File: config.mk
export PLATFORM = sky130hd
export DESIGN_NAME = bird_motion
export DESIGN_NICKNAME = d
export VERILOG_FILES = /design/src/rtl/flappy_pkg.sv /design/src/rtl/bird_phys_next.sv /design/src/rtl/bird_motion.sv
export SDC_FILE = /design/constraint.sdc
export NUM_CORES = 1
export LEC_CHECK = 0
export ABC_AREA = 0
export BUFFER_PORTS_ARGS = -buffer_cell sky130_fd_sc_hd__buf_2
export CORE_ASPECT_RATIO = 1.75
export CORE_MARGIN = 8
export CORE_UTILIZATION = 55
export CTS_CLUSTER_DIAMETER = 40
export DETAILED_ROUTE_END_ITERATION = 8
export GPL_ROUTABILITY_DRIVEN = 0
export GPL_TIMING_DRIVEN = 0
export PLACE_DENSITY = 0.74
export SETUP_SLACK_MARGIN = 0.4
export SLEW_MARGIN = 20
export SYNTH_ARGS = -nofsm -noshare
export SYNTH_HDL_FRONTEND = slang
export SYNTH_HIERARCHICAL = 1
export SYNTH_SLANG_ARGS = --single-unit
File: constraint.sdc
create_clock -name clk -period 5.55 [get_ports clk]
set_clock_uncertainty 0.15 [all_clocks]
set_input_delay 0.555 -clock clk [delete_from_list [all_inputs] [get_ports clk]]
set_output_delay 0.555 -clock clk [all_outputs]
set_load 0.01 [all_outputs]
File: src/rtl/flappy_pkg.sv
// Shared constants and state encoding for the bird motion block.
// Screen rows are 10-bit unsigned (row 0 is the top); velocities are small unsigned magnitudes.
package flappy_pkg;

  typedef enum logic [1:0] {
    ST_IDLE = 2'd0,
    ST_PLAY = 2'd1,
    ST_DEAD = 2'd2
  } state_t;

  localparam logic [9:0] Y_TOP    = 10'd0;
  localparam logic [9:0] Y_GROUND = 10'd464;
  localparam logic [9:0] Y_START  = 10'd240;
  localparam logic [5:0] FLAP_V   = 6'd12;
  localparam logic [5:0] GRAV     = 6'd1;
  localparam logic [5:0] V_MAX    = 6'd15;

endpackage

File: src/rtl/bird_phys_next.sv
// Combinational next-position/velocity step for one flap or gravity tick.
// With no tick the current position and velocity pass through unchanged.
module bird_phys_next
  import flappy_pkg::*;
(
  input  logic              [9:0] bird_y,
  input  logic signed       [6:0] bird_vel,
  input  logic                    up,
  input  logic                    down,
  output logic              [9:0] y_next,
  output logic signed       [6:0] v_next,
  output logic                    hit_ground
);

  localparam logic signed [6:0]  V_UP   = -$signed({1'b0, FLAP_V});
  localparam logic signed [7:0]  GRAV8  = $signed({2'b00, GRAV});
  localparam logic signed [7:0]  VMAX8  = $signed({2'b00, V_MAX});
  localparam logic signed [10:0] TOP11  = $signed({1'b0, Y_TOP});
  localparam logic signed [10:0] GND11  = $signed({1'b0, Y_GROUND});

  logic signed [7:0]  w_vel_inc;
  logic signed [6:0]  w_v_cand;
  logic signed [10:0] w_y_sum;

  // One extra bit on the increment so saturation is decided before any wrap.
  assign w_vel_inc = $signed({bird_vel[6], bird_vel}) + GRAV8;

  always_comb begin
    w_v_cand = bird_vel;
    if (up) begin
      w_v_cand = V_UP;
    end else if (down) begin
      w_v_cand = (w_vel_inc > VMAX8) ? VMAX8[6:0] : w_vel_inc[6:0];
    end
  end

  assign w_y_sum = $signed({1'b0, bird_y}) + $signed({{4{w_v_cand[6]}}, w_v_cand});

  always_comb begin
    y_next     = bird_y;
    v_next     = bird_vel;
    hit_ground = 1'b0;
    if (up || down) begin
      if (w_y_sum <= TOP11) begin
        y_next = Y_TOP;
        v_next = '0;
      end else if (w_y_sum >= GND11) begin
        y_next     = Y_GROUND;
        v_next     = '0;
        hit_ground = 1'b1;
      end else begin
        y_next = w_y_sum[9:0];
        v_next = w_v_cand;
      end
    end
  end

endmodule

File: src/rtl/bird_motion.sv
// Round state machine (IDLE/PLAY/DEAD) plus registered bird position and velocity.
// Ticks act only in PLAY; a pipe hit freezes the bird where it is.
module bird_motion
  import flappy_pkg::*;
(
  input  logic              clk,
  input  logic              reset,
  input  logic              start,
  input  logic              up_key_press,
  input  logic              down_key_press,
  input  logic              hit,
  output logic        [9:0] bird_y,
  output logic signed [6:0] bird_vel,
  output logic              playing,
  output logic              game_over,
  output state_t            dbg_state
);

  state_t             r_state;
  logic         [9:0] r_y;
  logic signed  [6:0] r_vel;
  logic               r_playing;
  logic               r_game_over;

  state_t             w_state_nxt;
  logic         [9:0] w_y_nxt;
  logic signed  [6:0] w_vel_nxt;
  logic         [9:0] w_phys_y;
  logic signed  [6:0] w_phys_v;
  logic               w_hit_ground;

  bird_phys_next u_phys (
    .bird_y     (r_y),
    .bird_vel   (r_vel),
    .up         (up_key_press),
    .down       (down_key_press),
    .y_next     (w_phys_y),
    .v_next     (w_phys_v),
    .hit_ground (w_hit_ground)
  );

  always_comb begin
    w_state_nxt = r_state;
    w_y_nxt     = r_y;
    w_vel_nxt   = r_vel;
    case (r_state)
      ST_IDLE: begin
        w_y_nxt   = Y_START;
        w_vel_nxt = '0;
        if (start) w_state_nxt = ST_PLAY;
      end
      ST_PLAY: begin
        // A pipe hit outranks any tick in the same cycle.
        if (hit) begin
          w_state_nxt = ST_DEAD;
        end else begin
          w_y_nxt   = w_phys_y;
          w_vel_nxt = w_phys_v;
          if (w_hit_ground) w_state_nxt = ST_DEAD;
        end
      end
      ST_DEAD: begin
        if (start) begin
          w_state_nxt = ST_IDLE;
          w_y_nxt     = Y_START;
          w_vel_nxt   = '0;
        end
      end
      default: begin
        w_state_nxt = ST_IDLE;
        w_y_nxt     = Y_START;
        w_vel_nxt   = '0;
      end
    endcase
  end

  // Status flags are registered from the next state so they line up with bird_y.
  always_ff @(posedge clk or posedge reset) begin
    if (reset) begin
      r_state     <= ST_IDLE;
      r_y         <= Y_START;
      r_vel       <= '0;
      r_playing   <= 1'b0;
      r_game_over <= 1'b0;
    end else begin
      r_state     <= w_state_nxt;
      r_y         <= w_y_nxt;
      r_vel       <= w_vel_nxt;
      r_playing   <= (w_state_nxt == ST_PLAY);
      r_game_over <= (w_state_nxt == ST_DEAD);
    end
  end

  assign bird_y    = r_y;
  assign bird_vel  = r_vel;
  assign playing   = r_playing;
  assign game_over = r_game_over;
  assign dbg_state = r_state;

endmodule

## Word-level counts from Yosys, hierarchy flattened

Index checks and enable logic that the tools add are counted.

| storage, ports and cells | value |
|---|---|
| input bits | 6 |
| register bits after elaboration | 21 |
| word-level logic and storage cells | 43 |
| output and inout bits | 21 |

| operators by class | value |
|---|---|
| reductions and logical operators | 3 |
| $lt $le $gt $ge | 3 |
| muxes and demuxes | 23 |
| add/sub/neg operators | 2 |
| equality and inequality tests | 7 |

Operators by type and width:

| operator | count |
|---|---|
| $mux W7 | 8 |
| $mux W10 | 5 |
| $pmux W10 S2 | 1 |
| $pmux W7 S2 | 1 |
| $add A11 B7 Y11 | 1 |
| $ge A11 B10 Y1 const B | 1 |
| $le A11 B1 Y1 const B | 1 |
| $add A7 B2 Y8 const B | 1 |
| $gt A8 B5 Y1 const B | 1 |
| $mux W2 | 4 |
| $pmux W2 S3 | 1 |
| $eq A2 B1 Y1 const B | 2 |
| $eq A2 B2 Y1 const B | 2 |
| $ne A2 B2 Y1 const B | 2 |
| $mux W1 | 3 |
| $reduce_and A3 Y1 | 1 |
| $logic_not A2 Y1 | 1 |
| $ne A2 B1 Y1 const B | 1 |
| $logic_or A1 B1 Y1 | 1 |

## Longest topological paths before layout

Gate-level depths: netlist of run 1.

| logic depth | value |
|---|---|
| depth in word-level cells | 14 |
| mapped depth | 21 |
| depth with buffers taken out | 20 |

## By module

The synthesis of run 1 kept the hierarchy.

By module, submodules not included:

| module | sequential area each (um2) | instances | area an instance (um2) | cells each |
|---|---|---|---|---|
| bird_phys_next | 0.0 | 1 | 1267.5 | 180 |
| bird_motion | 530.5 | 1 | 1121.1 | 93 |

## Least setup slack after synthesis of run 1

Ideal clock, no wire load.

| path | value |
|---|---|
| path kind | register to register |
| start | reg r_vel[0] (netlist: bird_vel[0]) |
| end | reg r_vel[6] (netlist: bird_vel[6]) |
| cell stages (with the launch flop) | 20 |
| buffers on the path | 2 |
| setup slack | 1440 ps |
| library setup time | 78 ps |
| required time | 5322 ps |
| arrival | 3882 ps |
| period minus slack after synthesis | 4110 ps |
| cell sequence | dfrtp_1 ha_1 and3_1 nor2_1 nor2_1 o221ai_1 a21boi_0 o221a_2 ha_1 buf_6 a21o_1 a221oi_4 nor3_1 nor3_2 o31a_1 nand3b_4 buf_12 o31ai_2 mux2i_1 o2bb2ai_1 |

| on the way | value |
|---|---|
| longest elaborated chain between the ends | 12 |
| elaborated cells between the ends (all ways) | 13 |
| classes of those cells | 2 x add/sub; 3 x order compare; 8 x mux |

Ends and longest elaborated chain:

| what | RTL line | RTL |
|---|---|---|
| from (decl) | bird_motion.sv:21 | `logic signed [6:0] r_vel;` |
| from (signal assigned) | bird_motion.sv:88 | `r_vel <= w_vel_nxt;` |
| $add A7 B2 Y8 | bird_phys_next.sv:26 | `assign w_vel_inc = $signed({bird_vel[6], bird_vel}) + GRAV8;` |
| $gt A8 B5 Y1 | bird_phys_next.sv:33 | `w_v_cand = (w_vel_inc > VMAX8) ? VMAX8[6:0] : w_vel_inc[6:0];` |
| $mux W7 | bird_phys_next.sv:33 |  |
| $mux W7 (*) | bird_phys_next.sv:32 | `end else if (down) begin` |
| $mux W7 (*) | bird_phys_next.sv:30 | `if (up) begin` |
| $add A11 B7 Y11 | bird_phys_next.sv:37 | `assign w_y_sum = $signed({1'b0, bird_y}) + $signed({{4{w_v_cand[6]}}, w_v_cand});` |
| $ge A11 B10 Y1 | bird_phys_next.sv:47 | `end else if (w_y_sum >= GND11) begin` |
| $mux W7 | bird_phys_next.sv:47 |  |
| $mux W7 (*) | bird_phys_next.sv:44 | `if (w_y_sum <= TOP11) begin` |
| $mux W7 (*) | bird_phys_next.sv:43 | `if (up \|\| down) begin` |
| net w_phys_v[6] | bird_motion.sv:29 | `logic signed [6:0] w_phys_v;` |
| $mux W7 (*) | bird_motion.sv:54 | `if (hit) begin` |
| $pmux W7 S2 (*) | bird_motion.sv:46 | `case (r_state)` |

Mark *: on every way through the listed nets, which the timed path passes. The rest lies on a longest branch. The select of a mux whose other input is x is not followed.
A chain may end at the register's enable or synchronous reset.

## Worst setup path in the final report of run 1

| path | value |
|---|---|
| start | reg r_vel[0] (netlist: bird_vel[0]) |
| end | reg r_y[1] (netlist: bird_y[1]) |

| on the way | value |
|---|---|
| longest elaborated chain between the ends | 12 |
| elaborated cells between the ends (all ways) | 13 |
| classes of those cells | 2 x add/sub; 3 x order compare; 8 x mux |

Ends and longest elaborated chain:

| what | RTL line | RTL |
|---|---|---|
| $add A7 B2 Y8 | bird_phys_next.sv:26 |  |
| $gt A8 B5 Y1 | bird_phys_next.sv:33 |  |
| $mux W7 | bird_phys_next.sv:33 |  |
| $mux W7 (*) | bird_phys_next.sv:32 |  |
| $mux W7 (*) | bird_phys_next.sv:30 |  |
| $add A11 B7 Y11 (*) | bird_phys_next.sv:37 |  |
| $ge A11 B10 Y1 | bird_phys_next.sv:47 |  |
| $mux W10 | bird_phys_next.sv:47 |  |
| $mux W10 (*) | bird_phys_next.sv:44 |  |
| $mux W10 (*) | bird_phys_next.sv:43 |  |
| net w_phys_y[1] | bird_motion.sv:28 | `logic [9:0] w_phys_y;` |
| $mux W10 (*) | bird_motion.sv:54 |  |
| $pmux W10 S2 (*) | bird_motion.sv:46 |  |
| to (signal assigned) | bird_motion.sv:87 | `r_y <= w_y_nxt;` |
| to (decl) | bird_motion.sv:20 | `logic [9:0] r_y;` |

Marked as above.

==> results.py, run 1 <==
metrics = {
    "timing": {
        "slew_headroom": 0.471,
        "setup_slack_ns": 0.872,
        "fin_setup_tns_ns": 0,
        "worst_pin_slew_ns": 0.793,
        "fmax_ghz": 0.214,
        "hold_viol_final": 0,
        "period_minus_slack_ns": 4.68,
        "report.final.setup_viol": 0,
        "holdWs_ns": 0.270,
        "rsz0062_at_grt": "false",
        "period_share": 0.843,
        "slew_viol_final": 0,
    },
    "yosys": {
        "synth_area_leaders": "dfrtp_1 18%, ha_1 6.3%, nand4bb_1 4.7%, dfstp_2 4.4%, nand2_1 3.9%",
        "ys_seq_area_frac": 0.222,
        "yosysTopAreaCell": "dfrtp_1",
        "synth-simple-area-share": 0.307,
        "synth_ff_type": "dfrtp_1",
        "synthXorXnorAreaFrac": 0.0147,
        "ys_warn_count": 6,
        "synth_compound_area_frac": 0.259,
        "netlist_area_mm2": 0.00239,
        "synthCells": 273,
        "synthArstFlopShare": 1.00,
        "syn_area_per_cell_um2": 8.75,
        "synth_common_cells": "25 x nand2_1, 17 x a21oi_1, 17 x dfrtp_1",
        "synth_edf_count": 0,
        "synthAdderAreaFrac": 0.0712,
        "ys_types": 68,
        "synth_seq_cells": 21,
        "syn_nets": 292,
        "yosys.cell_count.top_type": "nand2_1",
        "synthMuxAreaShare": 0.0424,
        "synth_top_area_frac": 0.178,
        "synth_top_family_by_area": "simple AND/OR/NAND/NOR gates",
    },
    "clocking": {
        "post_cts_buffers": 0,
        "clk_pin_slew_ns": 0.09,
        "clk_latency_ns": 0.27,
        "cts_max_level": 1,
        "cts_resized": 0,
        "clkSinkCount": 21,
        "cts-root-buf": "clkbuf_8",
        "cts_buffers": 3,
        "cts_hold_buf": 0,
        "cts_tree": "built",
        "clockBufferDepth": 2,
    },
    "pwr": {
        "pwr-share-clk": 0.126,
        "power.total_mw": 0.838,
        "p_int_mw": 0.456,
        "p_seq_frac": 0.265,
        "switching_share": 0.455,
        "vdd_drop_max_uv": 297,
        "p_leak_nw": 1.16,
        "comb_power_share": 0.609,
        "powerDensity_mw_per_mm2": 320,
        "p_sw_mw": 0.382,
    },
    "global_routing": {
        "grt_pass1_wl_um": 10500,
        "grt.total_usage": 0.192,
        "antenna_found_initial": 0,
        "grt_pass1_vias": 2224,
        "grt_max_degree": 22,
        "overflow": 0,
    },
    "setup_path": {
        "cp_cell_sequence": "ha_1 > and3_1 > nor2_1 > nor2_1 > o221ai_1 > a21boi_0 > o221a_2 > ha_1 > buf_6 > a21o_1 > a221oi_4 > nor3_1 > nor3_2 > o31a_1 > nand3b_4 > buf_12 > o31ai_2 > nand4bb_1 > nand3_1",
        "cp.required_ns": 5.60,
        "cp.arrival_ns": 4.73,
        "cp_slowest_cell": "dfrtp_1",
        "crit-reg2reg-launch": "bird_vel[0]$_DFFE_PP0P_",
        "worstPathMaxFanout": 10,
        "rr_endpoint": "bird_y[1]$_DFFE_PP0P_",
        "reg2reg_depth": 19,
        "cp_slowest_stage_delay_ns": 0.49,
        "crit_path_end_kind": "register",
        "start_kind": "register",
        "ff2ff_setup_slack_ns": 0.87,
        "path_class": "reg2reg",
    },
    "detailed_routing": {
        "wl_um": 6410,
        "drt_first_pass_iters": 4,
        "drt_iter0_drc": 106,
        "vias_per_cell": 6.48,
        "remaining_drc_errors": 0,
        "postRouteAntennaNets": 0,
        "num_vias": 2269,
        "wire_per_inst_um": 18.3,
    },
    "floorplan": {
        "initial_core_util": 0.576,
        "ios": 27,
        "die_x_um": 65.8,
        "fp.coreArea_mm2": 0.00415,
        "dieArea_mm2": 0.00679,
        "num_rows": 31,
        "die_h_um": 103,
    },
    "outcome": {
        "status": "complete, no violations",
    },
    "flow_run": {
        "drv_cap": 0,
    },
    "cells_and_area": {
        "area_growth_pct": 9.64,
        "drive_above_1_share": 0.229,
        "fillers": 399,
        "antennaDiodeCount": 0,
        "postLayoutCoreUtil": 0.631,
        "fin_nets": 321,
    },
    "min_path": {
        "hp-class": "in2async",
    },
    "placement": {
        "portBuffers": 24,
        "place_hpwl_um": 4930,
        "preCtsSetupSlack_ns": 0.951,
    },
}
stage by stage:
| step | std cells | area (um2) |
|---|---|---|
| floorplan | 273 | 2390 |
| global placement | 346 | 2570 |
| detailed placement | 346 | 2570 |
| CTS | 350 | 2620 |
| global route | 350 | 2620 |
| finish | 350 | 2620 |
layout make-up:
class | count | area, um2 | share of cell area
Buffer | 21 | 145 | 0.0554
Multi-Input combinational cell | 217 | 1660 | 0.634
Inverter | 14 | 52.6 | 0.0201
Clock inverter | 1 | 7.51 | 0.00287
Clock buffer | 3 | 41.3 | 0.0158
Timing Repair Buffer | 24 | 120 | 0.0459
Tap cell | 49 | 61.3 | 0.0234
Sequential cell | 21 | 531 | 0.203
layout by cell type (no fill, tap or decap), types with 8 or more instances in the layout:
| cell type | count |
|---|---|
| inv_1 | 14 |
| o2bb2ai_1 | 8 |
| ha_1 | 12 |
| nor2_1 | 10 |
| a21oi_1 | 17 |
| nand3_1 | 11 |
| nand2_1 | 25 |
| dfrtp_1 | 17 |
| buf_2 | 31 |
| mux2i_1 | 9 |
| nor3_1 | 9 |
| nand4bb_1 | 10 |
worst max-delay path by stage:
stage                            start                       to  slack [ns]
2_1_floorplan  bird_vel[0]$_DFFE_PP0P_  bird_vel[6]$_DFFE_PP0P_        1.44
3_3_place_gp   bird_vel[1]$_DFFE_PP0P_        playing$_DFF_PP0_        1.05
3_5_place_dp   bird_vel[0]$_DFFE_PP0P_    bird_y[1]$_DFFE_PP0P_        0.95
4_1_cts        bird_vel[0]$_DFFE_PP0P_    bird_y[1]$_DFFE_PP0P_        0.90
5_1_grt        bird_vel[0]$_DFFE_PP0P_    bird_y[1]$_DFFE_PP0P_        0.55
6_report       bird_vel[0]$_DFFE_PP0P_    bird_y[1]$_DFFE_PP0P_        0.87
worst max-delay path, delay by kind of cell (launching register included):
family	cells	cell delay (ns)
fa+ha+maj	2	0.58
simple gates	8	1.12
compound gates	7	1.97
buf+inv	2	0.31
flops	1	0.49
registers in the layout (all words and copies together), names as in the netlist:
| name | count |
|---|---|
| playing | 1 |
| dbg_state | 2 |
| bird_y | 10 |
| bird_vel | 7 |
| game_over | 1 |
kinds of logic after synthesis:
group,Yosys count
AND/OR/NAND/NOR,113
AO/OA/AOI/OAI,77
buffers and inverters,35
flip-flops,21
adder cells (fa/ha/maj),13
multiplexers,10
XOR/XNOR,4
metal layers:
layer	share of wire	track usage	up-vias
met5	0	0	-
met4	0.025	0.0794	0
met3	0.043	0.0227	12
met2	0.54	0.355	59
met1	0.39	0.210	1099
li1	-	-	1099
power groups by stage:
| stage | combinational (mW) | sequential, mW | clock [mW] |
|---|---|---|---|
| after floorplan | 0.378 | 0.227 | 0 |
| after global placement | 0.498 | 0.223 | 0 |
| after detailed placement | 0.503 | 0.224 | 0 |
| after CTS | 0.505 | 0.221 | 0.107 |
| after global routing | 0.553 | 0.226 | 0.114 |
| final | 0.510 | 0.222 | 0.106 |
(Power assumes the default switching activity.)
==> run 2, diff against run 1 <==
==> constraint.sdc (replaced) <==
create_clock -name clk -period 4.4 [get_ports clk]
set_clock_uncertainty 0.15 [all_clocks]
set_input_delay 0.44 -clock clk [delete_from_list [all_inputs] [get_ports clk]]
set_output_delay 0.44 -clock clk [all_outputs]
set_load 0.01 [all_outputs]
==> results.py, run 2 (synthesis results as in run 1) <==
metrics = {
    "floorplan": {
        "num_rows": 31,
        "initial_core_util": 0.576,
        "die_x_um": 65.8,
        "ios": 27,
        "die_h_um": 103,
        "fp.coreArea_mm2": 0.00415,
        "dieArea_mm2": 0.00679,
    },
    "placement": {
        "dp.cells": 346,
        "portBuffers": 24,
        "preCtsSetupSlack_ns": -0.0388,
        "place_hpwl_um": 5060,
    },
    "setup_path": {
        "crit-reg2reg-launch": "bird_vel[0]$_DFFE_PP0P_",
        "cp.required_ns": 4.45,
        "reg2reg_depth": 20,
        "worstPathMaxFanout": 5,
        "ff2ff_setup_slack_ns": 0.23,
        "critPathLaunch": "bird_vel[0]$_DFFE_PP0P_",
        "cp.arrival_ns": 4.22,
        "crit_path_end_kind": "register",
        "path_class": "reg2reg",
        "rr_endpoint": "bird_vel[6]$_DFFE_PP0P_",
        "start_kind": "register",
        "crit_end": "bird_vel[6]$_DFFE_PP0P_",
    },
    "cells_and_area": {
        "mostFrequentLayoutCell": "buf_4",
        "fin_nets": 348,
        "antennaDiodeCount": 0,
        "largest_reg_flops": 10,
        "fillers": 324,
        "area_growth_pct": 28.5,
        "layout_common_cells": "31 x buf_4, 30 x buf_2, 25 x nand2_1",
        "drive_above_1_share": 0.393,
        "layout.cells.non_filler": 377,
    },
    "min_path": {
        "hp-class": "in2async",
    },
    "pwr": {
        "p_leak_nw": 1.34,
        "vdd_drop_max_uv": 393,
        "powerDensity_mw_per_mm2": 400,
    },
    "detailed_routing": {
        "remaining_drc_errors": 0,
        "drt_iter0_drc": 120,
        "drt_first_pass_iters": 5,
        "num_vias": 2478,
        "postRouteAntennaNets": 0,
        "wl_um": 7370,
        "wire_per_inst_um": 19.5,
        "vias_per_cell": 6.57,
    },
    "timing": {
        "period_share": 0.948,
        "period_minus_slack_ns": 4.17,
        "slew_viol_final": 0,
        "worst_pin_slew_ns": 0.890,
        "report.final.setup_viol": 0,
        "holdWs_ns": 0.163,
        "fmax_ghz": 0.240,
        "hold_viol_final": 0,
        "slew_headroom": 0.404,
        "setup_slack_ns": 0.231,
        "rsz0062_at_grt": "true",
    },
    "clocking": {
        "cts-root-buf": "clkbuf_8",
        "clockBufferDepth": 2,
        "cts_max_level": 1,
        "clk_latency_ns": 0.27,
        "cts_tree": "built",
        "cts_buffers": 3,
        "clk_pin_slew_ns": 0.08,
        "clkSinkCount": 21,
        "cts_hold_buf": 0,
    },
    "global_routing": {
        "antenna_found_initial": 0,
        "grt_max_degree": 22,
        "grt.total_usage": 0.220,
        "grt_pass1_wl_um": 11800,
        "grt_pass1_vias": 2495,
        "overflow": 0,
    },
    "flow_run": {
        "drv_cap": 0,
    },
    "outcome": {
        "status": "complete, no violations",
    },
}
==> run 2: per-layer routing <==
layer  up-vias  part of all wire  global-route usage
met5         -                 0                   0
met2        84              0.54               0.416
met1      1211              0.37               0.221
met3        28             0.043              0.0216
li1       1155                 -                   -
met4         0             0.046               0.130
==> run 2: cell type report <==
| cell class | count | area, um2 | share of cell area |
|---|---|---|---|
| Sequential cell | 21 | 538 | 0.175 |
| Buffer | 21 | 149 | 0.0485 |
| Clock buffer | 4 | 45.0 | 0.0147 |
| Multi-Input combinational cell | 217 | 1880 | 0.613 |
| Tap cell | 49 | 61.3 | 0.0200 |
| Inverter | 14 | 52.6 | 0.0171 |
| Timing Repair Buffer | 51 | 343 | 0.112 |
==> run 2: repair_timing <==
action | 4_1_cts | 5_1_grt
pin swaps | 27 | 35
cloned | 1 | 0
endpoints found under the setup margin | 20 | 20
gates resized for setup | 28 | 20
setup buffers | 20 | 6
==> run 2: critical path, cell delays in order, from the launching register on <==
cell and delay (ns):
dfrtp_2 0.46, ha_4 0.19, and3_4 0.16, nor2_4 0.08, nor2_2 0.05, o221ai_4 0.24
a21boi_0 0.13, o22ai_1 0.22, nand2_1 0.13, ha_4 0.32, and3_4 0.22, a221oi_4 0.08
buf_4 0.16, o2111a_1 0.25, nor3_2 0.26, o31a_1 0.27, nand3b_4 0.15, buf_12 0.18
o31ai_4 0.15, mux2i_1 0.09, o2bb2ai_1 0.14
==> run 2: power breakdown <==
part / internal [mW] / total [mW] / switching, mW / leakage [nW]
sequential: 0.235 / 0.282 / 0.0466 / 0.264
combinational: 0.380 / 0.813 / 0.433 / 1.06
clock: 0.0647 / 0.134 / 0.0694 / 0.0228
total: 0.680 / 1.23 / 0.549 / 1.34
==> run 2: worst min path at each step <==
| stage | end | slack, ns | cells after the start |
|---|---|---|---|
| 2_1_floorplan | bird_vel[2]$_DFFE_PP0P_ | 0.26 | 1 |
| 3_3_place_gp | bird_y[7]$_DFFE_PP1P_ | 0.34 | 2 |
| 3_5_place_dp | bird_y[7]$_DFFE_PP1P_ | 0.35 | 2 |
| 4_1_cts | playing$_DFF_PP0_ | 0.20 | 2 |
| 5_1_grt | playing$_DFF_PP0_ | 0.24 | 2 |
| 6_report | playing$_DFF_PP0_ | 0.16 | 2 |
==> run 2: per-stage QoR <==
stage	TNS (ns)	total power, mW	util	cell area [um2]
6_report	0	1.23	0.740	3070
5_1_grt	0	1.30	0.740	3070
4_1_cts	0	1.17	0.706	2930
3_5_place_dp	-0.0700	0.923	0.621	2580
3_3_place_gp	0	0.912	0.621	2580
2_1_floorplan	0	0.764	-	2400
==> run 3, diff against run 2 <==
--- a/config.mk
+++ b/config.mk
@@ -9,12 +9,12 @@
 export BUFFER_PORTS_ARGS = -buffer_cell sky130_fd_sc_hd__buf_2
 export CORE_ASPECT_RATIO = 1.75
 export CORE_MARGIN = 8
-export CORE_UTILIZATION = 55
+export CORE_UTILIZATION = 54
 export CTS_CLUSTER_DIAMETER = 40
 export DETAILED_ROUTE_END_ITERATION = 8
 export GPL_ROUTABILITY_DRIVEN = 0
 export GPL_TIMING_DRIVEN = 0
-export PLACE_DENSITY = 0.74
+export PLACE_DENSITY = 0.75
 export SETUP_SLACK_MARGIN = 0.4
 export SLEW_MARGIN = 20
 export SYNTH_ARGS = -nofsm -noshare
==> constraint.sdc (replaced) <==
create_clock -name clk -period 3.7 [get_ports clk]
set_clock_uncertainty 0.15 [all_clocks]
set_input_delay 0.37 -clock clk [delete_from_list [all_inputs] [get_ports clk]]
set_output_delay 0.37 -clock clk [all_outputs]
set_load 0.01 [all_outputs]
==> results.py, run 3 (synthesis results as in run 1) <==
metrics = {
    "outcome": {
        "status": "finished, violations left",
        "violations": "negative setup slack",
    },
    "placement": {
        "preCtsSetupSlack_ns": -0.670,
        "placed_area_mm2": 0.00264,
        "portBuffers": 24,
        "dp.cells": 348,
        "place_hpwl_um": 5080,
    },
    "timing": {
        "slew_headroom": 0.191,
        "rsz0062_at_grt": "true",
        "setup_slack_ns": -0.483,
        "hold_viol_final": 0,
        "period_minus_slack_ns": 4.18,
        "period_share": 1.13,
        "report.final.setup_viol": 20,
        "fmax_ghz": 0.239,
        "slew_viol_final": 0,
        "fin_setup_tns_ns": -7.52,
        "worst_pin_slew_ns": 1.21,
    },
    "floorplan": {
        "fp.coreArea_mm2": 0.00432,
        "initial_core_util": 0.552,
        "die_x_um": 66.3,
        "dieArea_mm2": 0.00689,
        "ios": 27,
        "num_rows": 32,
        "die_h_um": 104,
    },
    "pwr": {
        "vdd_drop_max_uv": 368,
        "powerDensity_mw_per_mm2": 482,
        "power.total_mw": 1.49,
        "p_leak_nw": 1.35,
    },
    "min_path": {
        "hp-class": "in2async",
    },
    "detailed_routing": {
        "drt_iter0_drc": 207,
        "vias_per_cell": 6.70,
        "postRouteAntennaNets": 0,
        "wire_per_inst_um": 19.8,
        "drt_first_pass_iters": 4,
        "num_vias": 2545,
        "remaining_drc_errors": 0,
        "wl_um": 7510,
    },
    "cells_and_area": {
        "area_growth_pct": 29.8,
        "stdcell_area_mm2": 0.00310,
        "layout_common_cells": "32 x buf_4, 31 x buf_2, 25 x nand2_1",
        "fin_nets": 349,
        "antennaDiodeCount": 0,
        "largest_reg_flops": 10,
        "drive_above_1_share": 0.422,
        "layout.cells.non_filler": 380,
        "mostFrequentLayoutCell": "buf_4",
    },
    "global_routing": {
        "gr-usage-met2": 0.371,
        "grt_pass1_vias": 2546,
        "grt.total_usage": 0.206,
        "grt_max_degree": 22,
        "overflow": 0,
        "grt_pass1_wl_um": 11700,
        "antenna_found_initial": 0,
        "use_met1": 0.219,
        "grt_busiest_layer": "met2",
        "use_met3": 0.0194,
    },
    "setup_path": {
        "worstPathMaxFanout": 10,
        "start_kind": "register",
        "cp_slowest_cell": "dfrtp_2",
        "cp_cell_sequence": "ha_4 > and3_4 > buf_4 > nor2b_1 > o21ai_1 > nand2_1 > a221o_1 > ha_2 > buf_4 > and3_4 > a221oi_4 > buf_4 > o2111a_1 > nor3_2 > o31a_1 > nand3b_4 > buf_12 > buf_8 > o31ai_4 > nand4bb_1 > nand3_1",
        "path_class": "reg2reg",
        "crit_family": "compound AO/OA/AOI/OAI gates",
        "cp_num_buf_inv": 5,
        "cp_common_cell": "buf_4",
        "rr_endpoint": "bird_y[1]$_DFFE_PP0P_",
        "crit-reg2reg-launch": "bird_vel[0]$_DFFE_PP0P_",
        "cp_slowest_stage_delay_ns": 0.45,
        "ff2ff_setup_slack_ns": -0.48,
        "crit_path_end_kind": "register",
        "cp.arrival_ns": 4.23,
        "cp.required_ns": 3.75,
        "reg2reg_depth": 21,
    },
    "clocking": {
        "clkSinkCount": 21,
        "clk_pin_slew_ns": 0.08,
        "clockBufferDepth": 2,
        "clk_latency_ns": 0.26,
        "cts-root-buf": "clkbuf_8",
        "cts_buffers": 3,
        "cts_max_level": 1,
        "cts_tree": "built",
    },
    "flow_run": {
        "drv_cap": 0,
    },
}
==> run 3: changes by cell type in the layout (fill, tap and decap cells not counted), sizes merged <==
cell    previous run  this run
buf               66        68
clkbuf            10         9
==> run 3: worst max-delay path by stage <==
| stage | end | cells past startpoint | start |
|---|---|---|---|
| floorplan | bird_vel[6]$_DFFE_PP0P_ | 19 | bird_vel[1]$_DFFE_PP0P_ |
| global placement | playing$_DFF_PP0_ | 18 | bird_vel[1]$_DFFE_PP0P_ |
| detailed placement | dbg_state[0]$_DFF_PP0_ | 18 | bird_vel[1]$_DFFE_PP0P_ |
| CTS | bird_vel[6]$_DFFE_PP0P_ | 19 | bird_vel[0]$_DFFE_PP0P_ |
| global route | bird_vel[4]$_DFFE_PP0P_ | 21 | bird_vel[0]$_DFFE_PP0P_ |
| finish | bird_y[1]$_DFFE_PP0P_ | 21 | bird_vel[0]$_DFFE_PP0P_ |
==> run 3: where the power goes <==
part | internal [mW] | switching (mW)
logic | 0.461 | 0.542
registers | 0.280 | 0.0581
clock network | 0.0768 | 0.0749
==> run 3: layer usage <==
metal / wire (um) / up-vias
met5: 0 / -
met3: 452 / 44
met4: 434 / 0
met2: 3950 / 122
li1: - / 1157
met1: 2660 / 1222
==> run 3: stage by stage <==
stage          hold WS (ns)  utilization
2_1_floorplan         0.193            -
3_3_place_gp          0.337        0.611
3_5_place_dp          0.343        0.611
4_1_cts               0.128        0.681
5_1_grt               0.149        0.717
6_report             0.0996        0.717
==> run 3: layout make-up <==
type / count / area [um2]
inverters: 14 / 52.6
multi-input cells: 217 / 1920
clock buffers: 4 / 45.0
fillers: 328 / 1220
flip-flops and latches: 21 / 537
repair buffers: 52 / 338
well taps: 51 / 63.8
plain buffers: 21 / 146
==> run 3: worst register-to-register path, stage by stage (launching register included) <==
cell and delay [ns]:
dfrtp_2 0.45, ha_4 0.17, and3_4 0.21, buf_4 0.12, nor2b_1 0.04, o21ai_1 0.08, nand2_1 0.07, a221o_1 0.36
ha_2 0.33, buf_4 0.17, and3_4 0.22, a221oi_4 0.08, buf_4 0.15, o2111a_1 0.25, nor3_2 0.20, o31a_1 0.29
nand3b_4 0.13, buf_12 0.16, buf_8 0.13, o31ai_4 0.16, nand4bb_1 0.12, nand3_1 0.09
==> run 3: timing repair <==
item / in CTS / in global routing
setup buffers: 21 / 7
setup endpoints to repair: 20 / 20
resized for setup: 23 / 22
hold buffers: 0 / 0
pin swaps: 18 / 25
